[config.mk]
export PLATFORM = sky130hd
export DESIGN_NAME = seven_seg_mux_n
export DESIGN_NICKNAME = d
export VERILOG_FILES = /design/src/rtl/seven_seg_mux_n.sv
export SDC_FILE = /design/constraint.sdc
export NUM_CORES = 1
export LEC_CHECK = 0
export CORE_MARGIN = 1
export CORE_UTILIZATION = 53
export CTS_CLUSTER_SIZE = 25
export DETAILED_ROUTE_END_ITERATION = 8
export PLACE_DENSITY = 0.76
export SETUP_SLACK_MARGIN = 0.3
export SYNTH_ARGS = -nofsm -noshare
export SYNTH_HDL_FRONTEND = slang
export SYNTH_SLANG_ARGS = --single-unit
export TNS_END_PERCENT = 30
[constraint.sdc]
create_clock -name clk -period 3.7 [get_ports clk]
set_input_delay 0.74 -clock clk [delete_from_list [all_inputs] [get_ports clk]]
set_output_delay 0.74 -clock clk [all_outputs]
set_load 0.01 [all_outputs]
[src/rtl/seven_seg_mux_n.sv]
// ============================================================================
// Module   : seven_seg_mux_n
// Brief    : Multiplexed hex driver for 1..8 common-anode 7-segment digits,
//            with per-digit enable/dp/blink, leading-zero blanking and a
//            frame-coherent shadow latch. All outputs registered, active-low.
// Revision : 1.0 - initial release
// ============================================================================
`default_nettype none

module seven_seg_mux_n #(
    parameter int N_DIGITS     = 8,
    parameter int REFRESH_CNT  = 50000,
    parameter int BLINK_FRAMES = 128
) (
    input  logic                    clk,
    input  logic                    rst_n,
    input  logic [4*N_DIGITS-1:0]   val,
    input  logic [N_DIGITS-1:0]     dp_in,
    input  logic [N_DIGITS-1:0]     digit_en,
    input  logic [N_DIGITS-1:0]     blink_en,
    input  logic                    lz_blank,
    output logic [6:0]              seg,
    output logic                    dp,
    output logic [7:0]              an,
    output logic                    frame_tick
);

    localparam int CNT_W = (REFRESH_CNT  > 1) ? $clog2(REFRESH_CNT)  : 1;
    localparam int IDX_W = (N_DIGITS     > 1) ? $clog2(N_DIGITS)     : 1;
    localparam int FRM_W = (BLINK_FRAMES > 1) ? $clog2(BLINK_FRAMES) : 1;

    localparam logic [CNT_W-1:0] C_CNT_LAST = CNT_W'(REFRESH_CNT - 1);
    localparam logic [IDX_W-1:0] C_IDX_LAST = IDX_W'(N_DIGITS - 1);
    localparam logic [FRM_W-1:0] C_FRM_LAST = FRM_W'(BLINK_FRAMES - 1);

    logic [CNT_W-1:0]       r_cnt;
    logic [IDX_W-1:0]       r_idx;
    logic [FRM_W-1:0]       r_frm;
    logic                   r_blink_phase;
    logic                   r_load_pending;
    logic                   r_wrap_d;
    logic                   r_frame_tick;
    logic [6:0]             r_seg;
    logic                   r_dp;
    logic [7:0]             r_an;

    logic [4*N_DIGITS-1:0]  r_sh_val;
    logic [N_DIGITS-1:0]    r_sh_dp;
    logic [N_DIGITS-1:0]    r_sh_en;
    logic [N_DIGITS-1:0]    r_sh_blink;
    logic                   r_sh_lz;

    logic                   w_cnt_last;
    logic                   w_frame_wrap;
    logic [N_DIGITS:1]      w_zero_from;
    logic [N_DIGITS-1:0]    w_lz_dig;
    logic [3:0]             w_nib;
    logic                   w_dp_req;
    logic                   w_en;
    logic                   w_blk;
    logic                   w_lzb;
    logic [7:0]             w_an_sel;
    logic                   w_visible;

    function automatic logic [6:0] hex_glyph(input logic [3:0] n);
        case (n)
            4'h0: hex_glyph = 7'h40;
            4'h1: hex_glyph = 7'h79;
            4'h2: hex_glyph = 7'h24;
            4'h3: hex_glyph = 7'h30;
            4'h4: hex_glyph = 7'h19;
            4'h5: hex_glyph = 7'h12;
            4'h6: hex_glyph = 7'h02;
            4'h7: hex_glyph = 7'h78;
            4'h8: hex_glyph = 7'h00;
            4'h9: hex_glyph = 7'h10;
            4'hA: hex_glyph = 7'h08;
            4'hB: hex_glyph = 7'h03;
            4'hC: hex_glyph = 7'h46;
            4'hD: hex_glyph = 7'h21;
            4'hE: hex_glyph = 7'h06;
            default: hex_glyph = 7'h0E;
        endcase
    endfunction

    assign w_cnt_last   = (r_cnt == C_CNT_LAST);
    assign w_frame_wrap = w_cnt_last && (r_idx == C_IDX_LAST);

    // Digit i is a leading zero when it and every more-significant nibble are 0.
    assign w_zero_from[N_DIGITS] = 1'b1;
    assign w_lz_dig[0]           = 1'b0;
    generate
        for (genvar gi = 1; gi < N_DIGITS; gi++) begin : g_lz
            assign w_zero_from[gi] = (r_sh_val[4*gi +: 4] == 4'h0) && w_zero_from[gi+1];
            assign w_lz_dig[gi]    = r_sh_lz && w_zero_from[gi];
        end
    endgenerate

    always_comb begin
        w_nib    = 4'h0;
        w_dp_req = 1'b0;
        w_en     = 1'b0;
        w_blk    = 1'b0;
        w_lzb    = 1'b0;
        w_an_sel = 8'hFF;
        for (int i = 0; i < N_DIGITS; i++) begin
            if (r_idx == IDX_W'(i)) begin
                w_nib       = r_sh_val[4*i +: 4];
                w_dp_req    = r_sh_dp[i];
                w_en        = r_sh_en[i];
                w_blk       = r_sh_blink[i];
                w_lzb       = w_lz_dig[i];
                w_an_sel[i] = 1'b0;
            end
        end
    end

    assign w_visible = w_en && !(w_blk && r_blink_phase) && !w_lzb;

    always_ff @(posedge clk) begin
        if (!rst_n) begin
            r_cnt          <= '0;
            r_idx          <= '0;
            r_frm          <= '0;
            r_blink_phase  <= 1'b0;
            r_load_pending <= 1'b1;
            r_wrap_d       <= 1'b0;
            r_frame_tick   <= 1'b0;
            r_sh_val       <= '0;
            r_sh_dp        <= '0;
            r_sh_en        <= '0;
            r_sh_blink     <= '0;
            r_sh_lz        <= 1'b0;
            r_seg          <= 7'h7F;
            r_dp           <= 1'b1;
            r_an           <= 8'hFF;
        end else begin
            r_load_pending <= 1'b0;

            if (w_cnt_last) begin
                r_cnt <= '0;
                r_idx <= (r_idx == C_IDX_LAST) ? '0 : r_idx + IDX_W'(1);
            end else begin
                r_cnt <= r_cnt + CNT_W'(1);
            end

            // Tick is delayed one cycle so it lines up with the slot-0 output.
            r_wrap_d     <= w_frame_wrap;
            r_frame_tick <= r_wrap_d;

            // Blink state advances on the frame boundary so a frame never changes phase mid-scan.
            if (w_frame_wrap) begin
                if (r_frm == C_FRM_LAST) begin
                    r_frm         <= '0;
                    r_blink_phase <= ~r_blink_phase;
                end else begin
                    r_frm <= r_frm + FRM_W'(1);
                end
            end

            if (w_frame_wrap || r_load_pending) begin
                r_sh_val   <= val;
                r_sh_dp    <= dp_in;
                r_sh_en    <= digit_en;
                r_sh_blink <= blink_en;
                r_sh_lz    <= lz_blank;
            end

            if (w_visible) begin
                r_an  <= w_an_sel;
                r_seg <= hex_glyph(w_nib);
                r_dp  <= ~w_dp_req;
            end else begin
                r_an  <= 8'hFF;
                r_seg <= 7'h7F;
                r_dp  <= 1'b1;
            end
        end
    end

    assign seg        = r_seg;
    assign dp         = r_dp;
    assign an         = r_an;
    assign frame_tick = r_frame_tick;

endmodule

`default_nettype wire

; ---- Word-level counts from Yosys, hierarchy flattened
; Memory sizes are Yosys's and may differ from the RTL's. A register that Yosys moved wholly into a read port is not among the register bits.
; Index checks and enable logic that the tools add are counted.
[classes]
n_addsub = 3
eq_ne = 9
mux = 50
bitwise = 3
n_reduce_logical = 32
[op_table]
columns = op, n
row1 = two-way mux 1 bit, 40
row2 = two-way mux 4 bit, 8
row3 = zero test 4 bit, 7
row4 = logical AND 1 bit, 17
row5 = adder 16 x 1 -> 16 bit (second input constant), 1
row6 = equality test 16 bit (second input constant), 1
row7 = equality test 3 bit (second input constant), 4
row8 = adder 7 x 1 -> 7 bit (second input constant), 1
row9 = equality test 7 bit (second input constant), 1
row10 = two-way mux 7 bit, 1
row11 = equality test 3 x 2 -> 1 bit (second input constant), 2
row12 = AND reduction 2 bit, 2
row13 = adder 3 x 1 -> 3 bit (second input constant), 1
row14 = equality test 3 x 1 -> 1 bit (second input constant), 1
row15 = zero test 1 bit, 3
row16 = zero test 3 bit, 1
row17 = two-way mux 3 bit, 1
row18 = inverter 1 bit, 3
row19 = OR reduction 2 bit, 1
row20 = logical OR 1 bit, 1
[word_totals]
reg_bits = 96
mem_bits_ro = 112
input_bits = 59
output_inout_bits = 17
wordCells = 112
mem_count = 1
[memory_table]
columns = name, depth, word_bits, read_ports, rd_clocked_by_memory_dff, wr, line
row1 = (name not given), 16, 7, 1, 1, 0, 66  ; case (n)

; ---- Longest topological paths before layout
; Gate-level depths: netlist (run 1).
[logic_depth]
word_depth = 19
mapped_depth = 14
depth_no_buf = 12

; ---- Least setup slack after synthesis (run 1)
; No wires, ideal clock.
[synth_path]
kind = reg-to-reg
startpoint = register r_idx[2]
endpoint = register r_seg[1], in the netlist seg[1]
setup_time_ps = 58
arrival_ps = 2549
required_time_ps = 3642
setup_slack_ps = 1093
stages_incl_launch_ff = 13
path_buffers = 1
synth_period_minus_slack_ps = 2607
path_cell_list = dfxtp_1 -> buf_2 -> clkinv_1 -> ha_1 -> nor2_1 -> o221a_2 -> o22ai_1 -> a21oi_1 -> inv_1 -> ha_1 -> o21ai_0 -> mux2_2 -> nand2_1
[synth_via]
elab_chain_cells = 15
elab_cells_between_ends = 46
classes_between = eq/ne (7) / mux (31) / reduce/logical (8)
[synth_rtl]
columns = item, line
row1 = from (decl), 37  ; logic [IDX_W-1:0] r_idx;
row2 = from (signal assigned), 142  ; r_idx <= (r_idx == C_IDX_LAST) ? '0 : r_idx + IDX_W'(1);
row3 = zero test 3 bit, 107  ; if (r_idx == IDX_W'(i)) begin
row4 = two-way mux 1 bit (8 in a row), 107
row5 = logical AND 1 bit, 118  ; assign w_visible = w_en && !(w_blk && r_blink_phase) && !w_lzb;
row6 = zero test 1 bit, 118
row7 = logical AND 1 bit (2 in a row), 118
row8 = AND reduction 2 bit (no line), -
row9 = zero test 1 bit (no line), -
row10 = to (decl), 43  ; logic [6:0] r_seg;
; Several ways; a longest one is shown, not always the timed one.
; A chain may end at the register's enable or synchronous reset.

; ---- Final worst setup path (run 1)
[layout_path]
startpoint = register r_idx[0]
endpoint = register r_seg[1], in the netlist seg[1]
; The elaborated chain is that of the path after synthesis.

==> results of run 1 <==
## synth_stat cells, types with 4 or more instances
master    instances
nand2_1         156
or4_1             4
inv_1            19
dfxtp_1         103
nor4_1            4
nand3_1          15
ha_1             13
nand4_1           7
xor2_1           10
and3_1            7
and2_1            4
clkbuf_1         12
nor2_1           38
a21oi_1          78
buf_4             4
o21ai_0          22
a31oi_1           5
nand2b_1          5
xnor2_1           9
buf_6             4
or3_1             7
nor3_1            4
buf_2            11
## registers in the layout (all words and copies together) (netlist names), 3 cells and up
| register | count |
|---|---|
| seg | 7 |
| an | 8 |
| r_frm | 7 |
| r_sh_en | 8 |
| r_sh_dp | 8 |
| r_sh_blink | 8 |
| r_sh_val | 32 |
| r_cnt | 16 |
| r_idx | 3 |
## logic make-up (layout without fill, tap and decap cells)
kind of cell | count (synthesis) | count (layout)
adder cells (fa/ha/maj) | 13 | 13
AO/OA/AOI/OAI | 133 | 133
multiplexers | 4 | 4
AND/OR/NAND/NOR | 257 | 257
flip-flops | 103 | 103
XOR/XNOR | 19 | 19
buffers and inverters | 52 | 118
## worst paths after layout
path                  to   startpoint  cells after the start  slack, ns
max               seg[1]     r_idx[0]                     11       0.59
min          r_sh_val[0]  r_sh_val[0]                      2       0.46
max reg2reg       seg[1]     r_idx[0]                     11       0.59
min reg2reg  r_sh_val[0]  r_sh_val[0]                      2       0.46
## critical path, cell delays in order, from the launching register on
cell	delay, ns
dfxtp_1	0.36
ha_1	0.23
ha_1	0.37
nor2_1	0.42
o221a_2	0.27
o22ai_1	0.10
a21oi_1	0.37
inv_1	0.15
ha_1	0.33
o21ai_0	0.08
mux2_2	0.30
nand2_1	0.06
## cell type report
class | count | share of cell area [%]
repair buffers | 82 | 14.6
flip-flops and latches | 103 | 37.4
inverters | 20 | 1.36
well taps | 105 | 2.38
multi-input cells | 426 | 41.3
clock buffers | 11 | 2.38
clock inverters | 5 | 0.635
## metal layers
layer  routed length [microns]  vias up
li1                          -     2084
met5                         0        -
met1                      5050     1929
met3                       538       31
met2                      4990      128
met4                       270        0
## power by group through the flow
stage | Clock (mW) | Combinational [mW] | Sequential (mW)
finish | 0.620 | 0.202 | 1.18
detailed placement | 0 | 0.202 | 1.20
global placement | 0 | 0.195 | 1.20
global route | 0.682 | 0.225 | 1.18
floorplan | 0 | 0.113 | 1.19
CTS | 0.635 | 0.203 | 1.18
## stage by stage
step                      hold slack, ns  std cells  cell area (sq um)
after floorplan                    0.412        581               4580
after global placement             0.441        736               5350
after detailed placement           0.445        736               5350
after CTS                          0.457        752               5520
after global routing               0.480        752               5520
final                              0.457        752               5520
==> results.cfg, run 1 <==
[routing]
dr.pass1.iters = 7
drc = 0
drtAntennaViolNets = 0
totalWireLength_microns = 10900
vias = 4172
wl_per_cell_microns = 14.4
drt-initial-drc-count = 287
drt-vias-per-instance = 5.55

[floorplanning]
start_util_pct = 55.2
die-area_sq_um = 9020
num_rows = 33
core_area_sq_um = 8300
die_y_microns = 95.0
die_x_microns = 95.0
top_level_ports = 76

[synthesis]
syn-instance-count = 581
ys_seq_area_share_pct = 45.0
synth_seq_cells = 103
ys.flop_type = dfxtp_1
synth_top_family_by_area = simple AND/OR/NAND/NOR gates
yosys-top-cells-area = dfxtp_1 45%, nand2_1 13%, a21oi_1 8.5%
yosysWarningCount = 0
synth_top_area_cell = dfxtp_1
synthAdderAreaFrac_pct = 3.55
synth_cell_types = 49
syn_nets = 653
synth_area_per_cell_sq_um = 7.89
async_reset_ff_share_pct = 0
muxShareOfSynthArea_pct = 0.928
synth-edff-count = 0
netlist.area_leader.share_pct = 45.0
syn_area_sq_um = 4580
synth_xor_area_share_pct = 3.63
synth_compound_area_share_pct = 16.6
synth_simple_gate_area_share_pct = 24.7

[placement]
gp_congestion = 0.906
dpl.hpwl_microns = 7910
portBuffers = 75
place_ws_ns = 0.571

[power_and_ir_drop]
seqPwrFrac_pct = 59.0
power_mw = 2.00
ir_drop_mv = 0.221
p_sw_mw = 0.501
internal-power_mw = 1.50
swShare_pct = 25.0
p_per_area_nw_per_um2 = 363
comb_power_share_pct = 10.1
pwr-share-clk_pct = 31.0
p_leak_nw = 2.10

[timing]
fin_worst_skew_ns = 0.00936
finalCritPeriodShare_pct = 84.0
fin_crit_ns = 3.11
final_hold_viol_count = 0
rsz0062_at_grt = no
finalMaxSlewViolations = 0
setup_viol = 0
max_slew_margin_pct = 52.1
setup-tns-final_ns = 0
setup_ws_ns = 0.592
worstMarginPinSlew_ns = 0.719
fmax_mhz = 322

[clock_tree]
cts_resized = 0
cts_buffers = 9
cts_hold_buf = 0
clockRootBuffer = clkbuf_8
cts.sinks = 103
htreeDepth = 3
clk_latency_ns = 0.37
path_clk_slew_ns = 0.09
cts_max_path_buffers = 2
post_cts_buffers = 0
cts_tree = yes

[worst_setup_path]
crit_path_start_kind = flip-flop
required_ns = 4.01
cp_max_fo = 15
critPathKind = flip-flop to flip-flop
crit_arrival_ns = 3.42
endpoint_kind = flip-flop

[global_routing]
use_met2_pct = 41.6
use_met1_pct = 34.2
globalRouteMet3Util_pct = 4.99
grt_pass1_wl_microns = 18200
busiest_layer = met2
grt_pass1_vias = 3931
grt_start_max_net_pins = 41
antenna_found_initial = 0
grt.overflow.total = 0
track_usage_pct = 26.0

[cells_and_area]
post-route-util_pct = 66.5
final_common_cell = nand2_1
drive_above_1_share_pct = 4.64
area_delta_synth_final_pct = 20.4
regArea_sq_um = 2060
final_cell_mix = 156 x nand2_1, 103 x dfxtp_1, 78 x a21oi_1
n_fill_cell = 722
nets = 714
n_antenna_cell = 0
multi_input_area_sq_um = 2280

[status]
outcome = finished clean

[hold_path]
min_path_type = flip-flop to flip-flop

[run]
maxCapViolations = 0
Power figures use the tool's default switching activity.
==> run 2: changes to the inputs <==
==> constraint.sdc (replaced) <==
create_clock -name clk -period 3.26 [get_ports clk]
set_input_delay 0.652 -clock clk [delete_from_list [all_inputs] [get_ports clk]]
set_output_delay 0.652 -clock clk [all_outputs]
set_load 0.01 [all_outputs]
==> run 2 against run 1 <==
Clock power rose by 47%; register-to-register slack got worse by 0.18 ns; die area did not move; critical path depth fell by 2; combinational power rose by 14%; sequential power rose by 14%; power rose by 24%; clock skew barely moved; non-clock buffer count did not move; critical endpoint is now seg[4].
==> results.cfg, run 2 (synthesis results as in run 1) <==
[power_and_ir_drop]
p_per_area_nw_per_um2 = 441
p_leak_nw = 2.14
ir_drop_mv = 0.359

[routing]
totalWireLength_microns = 10900
drc = 0
vias = 4209
drtAntennaViolNets = 0
dr.pass1.iters = 5
wl_per_cell_microns = 14.6
drt-initial-drc-count = 263
drt-vias-per-instance = 5.60

[global_routing]
track_usage_pct = 25.3
grt.overflow.total = 0
grt_pass1_wl_microns = 17800
antenna_found_initial = 0
grt_pass1_vias = 3841
grt_start_max_net_pins = 41

[timing]
max_slew_margin_pct = 53.3
fin_crit_ns = 2.84
fmax_mhz = 352
worstMarginPinSlew_ns = 0.693
setup-tns-final_ns = 0
fin_worst_skew_ns = 0.00907
finalMaxSlewViolations = 0
rsz0062_at_grt = no
final_hold_viol_count = 0
setup_viol = 0
finalCritPeriodShare_pct = 87.3

[cells_and_area]
n_antenna_cell = 0
final_common_cell = nand2_1
final_cell_mix = 156 x nand2_1, 103 x dfxtp_1, 76 x a21oi_1
area_delta_synth_final_pct = 22.8
drive_above_1_share_pct = 6.18
final_cell_area_sq_um = 5630
nets = 714
top_register = r_sh_val
reg_top3 = r_sh_val x32, r_cnt x16
largest_reg_flops = 32

[worst_setup_path]
cp_top_family = compound AO/OA/AOI/OAI gates
endpoint_kind = flip-flop
slowest_stage = a2111oi_0
critPathKind = flip-flop to flip-flop
slowest_delay_ns = 0.43
crit_arrival_ns = 3.07
worst-path-buf-inv = 2
cp_max_fo = 15
required_ns = 3.48
path_cells = clkinvlp_4 > ha_1 > buf_4 > a2111oi_0 > o21ai_0 > a32o_1 > o21ai_0 > and4_4 > o221ai_1
crit_path_start_kind = flip-flop
crit_top_cell = o21ai_0

[clock_tree]
htreeDepth = 3
cts_max_path_buffers = 2
clk_latency_ns = 0.36
path_clk_slew_ns = 0.10
post_cts_buffers = 0
cts_hold_buf = 0
cts_buffers = 9
cts.sinks = 103
cts_tree = yes
clockRootBuffer = clkbuf_8

[floorplanning]
die-area_sq_um = 9020
die_y_microns = 95.0
die_x_microns = 95.0
start_util_pct = 55.2
num_rows = 33
top_level_ports = 76
core_area_sq_um = 8300

[placement]
portBuffers = 75
gp_congestion = 0.922
dpl.hpwl_microns = 7940
post_dp_cell_area_sq_um = 5360

[status]
outcome = finished clean

[run]
maxCapViolations = 0

[hold_path]
min_path_type = flip-flop to flip-flop
-- run 2: cell count changes in the layout (fill, tap and decap cells not counted), sizes merged --
cell    before  now
clkinv       6    1
inv         18   21
bufinv       0    2
-- run 2: final cells by class --
| cell class | instances | area [sq um] |
|---|---|---|
| Timing Repair Buffer | 82 | 816 |
| Inverter | 20 | 78.8 |
| Tap cell | 105 | 131 |
| Clock buffer | 11 | 151 |
| Fill cell | 708 | 2670 |
| Sequential cell | 103 | 2060 |
| Multi-Input combinational cell | 426 | 2300 |
| Clock inverter | 5 | 86.3 |
-- run 2: timing repair --
item | in CTS | in global routing
gates resized for setup | 2 | 10
setup endpoints to repair | 7 | 15
gates cloned | 0 | 0
-- run 2: worst paths after layout --
kind	from	endpoint	slack, ns	cells past startpoint
setup reg to reg	r_idx[2]	seg[4]	0.42	9
hold reg to reg	r_sh_dp[0]	r_sh_dp[0]	0.45	2
hold / removal	r_sh_dp[0]	r_sh_dp[0]	0.45	2
setup / recovery	r_idx[2]	seg[4]	0.42	9
-- run 2: layer usage --
metal	routed length, microns	vias up	GRT usage (%)	part of all wire, %
met5	0	-	0	0
met4	244	0	8.84	2.2
met3	642	25	5.80	5.9
met2	5150	147	41.1	47
met1	4910	1947	32.9	45
li1	-	2090	-	-
-- run 2: metrics by stage --
step | hold slack (ns) | setup WS [ns] | instances | power [mW] | util [%]
after detailed placement | 0.442 | 0.210 | 736 | 1.60 | 64.6
after global placement | 0.437 | 0.441 | 736 | 1.59 | 64.6
after floorplan | 0.412 | 0.653 | 581 | 1.48 | -
final | 0.451 | 0.415 | 752 | 2.48 | 67.8
after CTS | 0.455 | 0.282 | 752 | 2.50 | 67.5
after global routing | 0.476 | 0.260 | 752 | 2.58 | 67.8
-- run 2: power by group --
group	switching [mW]	internal, mW
logic	0.108	0.123
registers	0.0366	1.30
clock network	0.429	0.483
-- run 2: tightest hold or removal path, cell delays in order, from the launching register on --
cell and delay, ns:
dfxtp_1 0.32, nand2_1 0.05, a21oi_1 0.05
==> run 3: changes to the inputs <==
--- a/config.mk
+++ b/config.mk
@@ -5,7 +5,7 @@
 export SDC_FILE = /design/constraint.sdc
 export NUM_CORES = 1
 export LEC_CHECK = 0
-export CORE_MARGIN = 1
+export CORE_MARGIN = 4
 export CORE_UTILIZATION = 53
 export CTS_CLUSTER_SIZE = 25
 export DETAILED_ROUTE_END_ITERATION = 8
==> run 3 against run 2 <==
Clock skew up 0.0020 ns; core utilization fell by 0.41 points; sequential share of layout area grew 0.22 points; wire length fell by 2.0%; first-iteration DRC count fell by 26%; global-route usage down 4.0 points; critical path depth rose by 3; via count is 1.5% lower; register-to-register slack got worse by 0.07 ns; power is 3.0% lower.
==> results.cfg, run 3 (synthesis results as in run 1) <==
[status]
outcome = finished clean

[global_routing]
track_usage_pct = 21.3
antenna_found_initial = 0
grt.overflow.total = 0
grt_pass1_vias = 3895
grt_start_max_net_pins = 58
grt_pass1_wl_microns = 17700

[cells_and_area]
post-route-util_pct = 67.4
fin_cells = 755
reg_top3 = r_sh_val x32, r_cnt x16
largest_reg_flops = 32
final_common_cell = nand2_1
final_cell_mix = 156 x nand2_1, 103 x dfxtp_1, 78 x a21oi_1
final_cell_area_sq_um = 5590
top_register = r_sh_val
n_fill_cell = 713
nets = 717
drive_above_1_share_pct = 6.00
area_delta_synth_final_pct = 22.0
n_antenna_cell = 0

[clock_tree]
htreeDepth = 3
clk_latency_ns = 0.37
cts_max_path_buffers = 2
path_clk_slew_ns = 0.10
cts_buffers = 9
cts_tree = yes
cts_hold_buf = 0
clockRootBuffer = clkbuf_8
post_cts_buffers = 0
cts.sinks = 103

[floorplanning]
start_util_pct = 55.2
die-area_sq_um = 10200
num_rows = 33
die_x_microns = 101
die_y_microns = 101
core_area_sq_um = 8300
top_level_ports = 76

[timing]
fin_hold_ws_ns = 0.455
fin_worst_skew_ns = 0.0111
finalMaxSlewViolations = 0
fmax_mhz = 343
setup-tns-final_ns = 0
fin_crit_ns = 2.91
setup_viol = 0
rsz0062_at_grt = yes
worstMarginPinSlew_ns = 0.586
final_hold_viol_count = 0
max_slew_margin_pct = 60.5
finalCritPeriodShare_pct = 89.4

[worst_setup_path]
crit_arrival_ns = 3.16
crit_path_start_kind = flip-flop
cp_top_family = compound AO/OA/AOI/OAI gates
worst-path-buf-inv = 3
slowest_delay_ns = 0.39
cp_max_fo = 10
required_ns = 3.51
crit_top_cell = ha_1
critPathKind = flip-flop to flip-flop
slowest_stage = a21oi_1
path_cells = buf_4 > clkinv_1 > ha_1 > nor2_1 > o221a_2 > o22ai_1 > a21oi_1 > inv_1 > ha_1 > o21ai_0 > mux2_2 > nand2_1
endpoint_kind = flip-flop
r2r-start = r_idx[2]
worstSetupStartpoint = r_idx[2]

[routing]
drc = 0
wl_per_cell_microns = 14.2
totalWireLength_microns = 10700
drt-initial-drc-count = 195
drt-vias-per-instance = 5.49
drtAntennaViolNets = 0
dr.pass1.iters = 5
vias = 4147

[hold_path]
holdCritStartpoint = r_sh_dp[0]
min_path_type = flip-flop to flip-flop

[placement]
dpl.hpwl_microns = 7810
gp_congestion = 0.927
post_dp_cell_area_sq_um = 5370
portBuffers = 75
dp.cells = 739

[power_and_ir_drop]
ir_drop_mv = 0.281
p_per_area_nw_per_um2 = 431
p_leak_nw = 2.14

[run]
maxCapViolations = 0
==> run 3: cell count changes in the layout (fill, tap and decap cells not counted), moves of 2 or more <==
cell      before  now
a21oi_1       76   78
clkbuf_8      11    9
buf_4          6   10
inv_8          0    2
a21oi_2        2    0
==> run 3: final cells by class <==
cell class	count	area, sq um	area share (%)
clock buffers	9	124	2.21
flip-flops and latches	103	2060	36.9
repair buffers	85	826	14.8
clock inverters	7	86.3	1.54
multi-input cells	426	2290	40.9
well taps	105	131	2.35
inverters	20	75.1	1.34
==> run 3: tightest hold or removal path, delay by kind of cell, from the launching register on <==
kind	cells	cell delay, ns
flip-flops	1	0.32
AND/OR/NAND/NOR	1	0.05
AO/OA/AOI/OAI	1	0.05
==> run 3: stage by stage <==
step	power, mW	worst slack, ns
after floorplan	1.48	0.653
after global placement	1.59	0.472
after CTS	2.42	0.314
after detailed placement	1.59	0.335
final	2.41	0.346
after global routing	2.49	0.227
==> run 3: final timing paths <==
check	depth (start not counted)	slack, ns	to
setup / recovery	12	0.35	seg[1]
hold / removal	2	0.45	r_sh_dp[0]
setup reg to reg	12	0.35	seg[1]
hold reg to reg	2	0.45	r_sh_dp[0]
==> run 3: routing by layer <==
| layer | routed length [microns] | track usage [%] | up-vias | part of all wire, % |
|---|---|---|---|---|
| li1 | - | - | 2092 | - |
| met1 | 4980 | 28.7 | 1920 | 46 |
| met5 | 0 | 0 | - | 0 |
| met2 | 4970 | 34.2 | 119 | 46 |
| met4 | 193 | 9.20 | 0 | 1.8 |
| met3 | 581 | 3.04 | 16 | 5.4 |
==> run 3: timing repair <==
item,4_1_cts,5_1_grt
endpoints found under the hold margin,0,0
gates resized for setup,0,6
endpoints found under the setup margin,0,15
==> run 3: power by group <==
part / internal (mW) / total (mW) / switching (mW)
sequential: 1.30 / 1.34 / 0.0350
combinational: 0.121 / 0.226 / 0.105
clock: 0.373 / 0.844 / 0.471
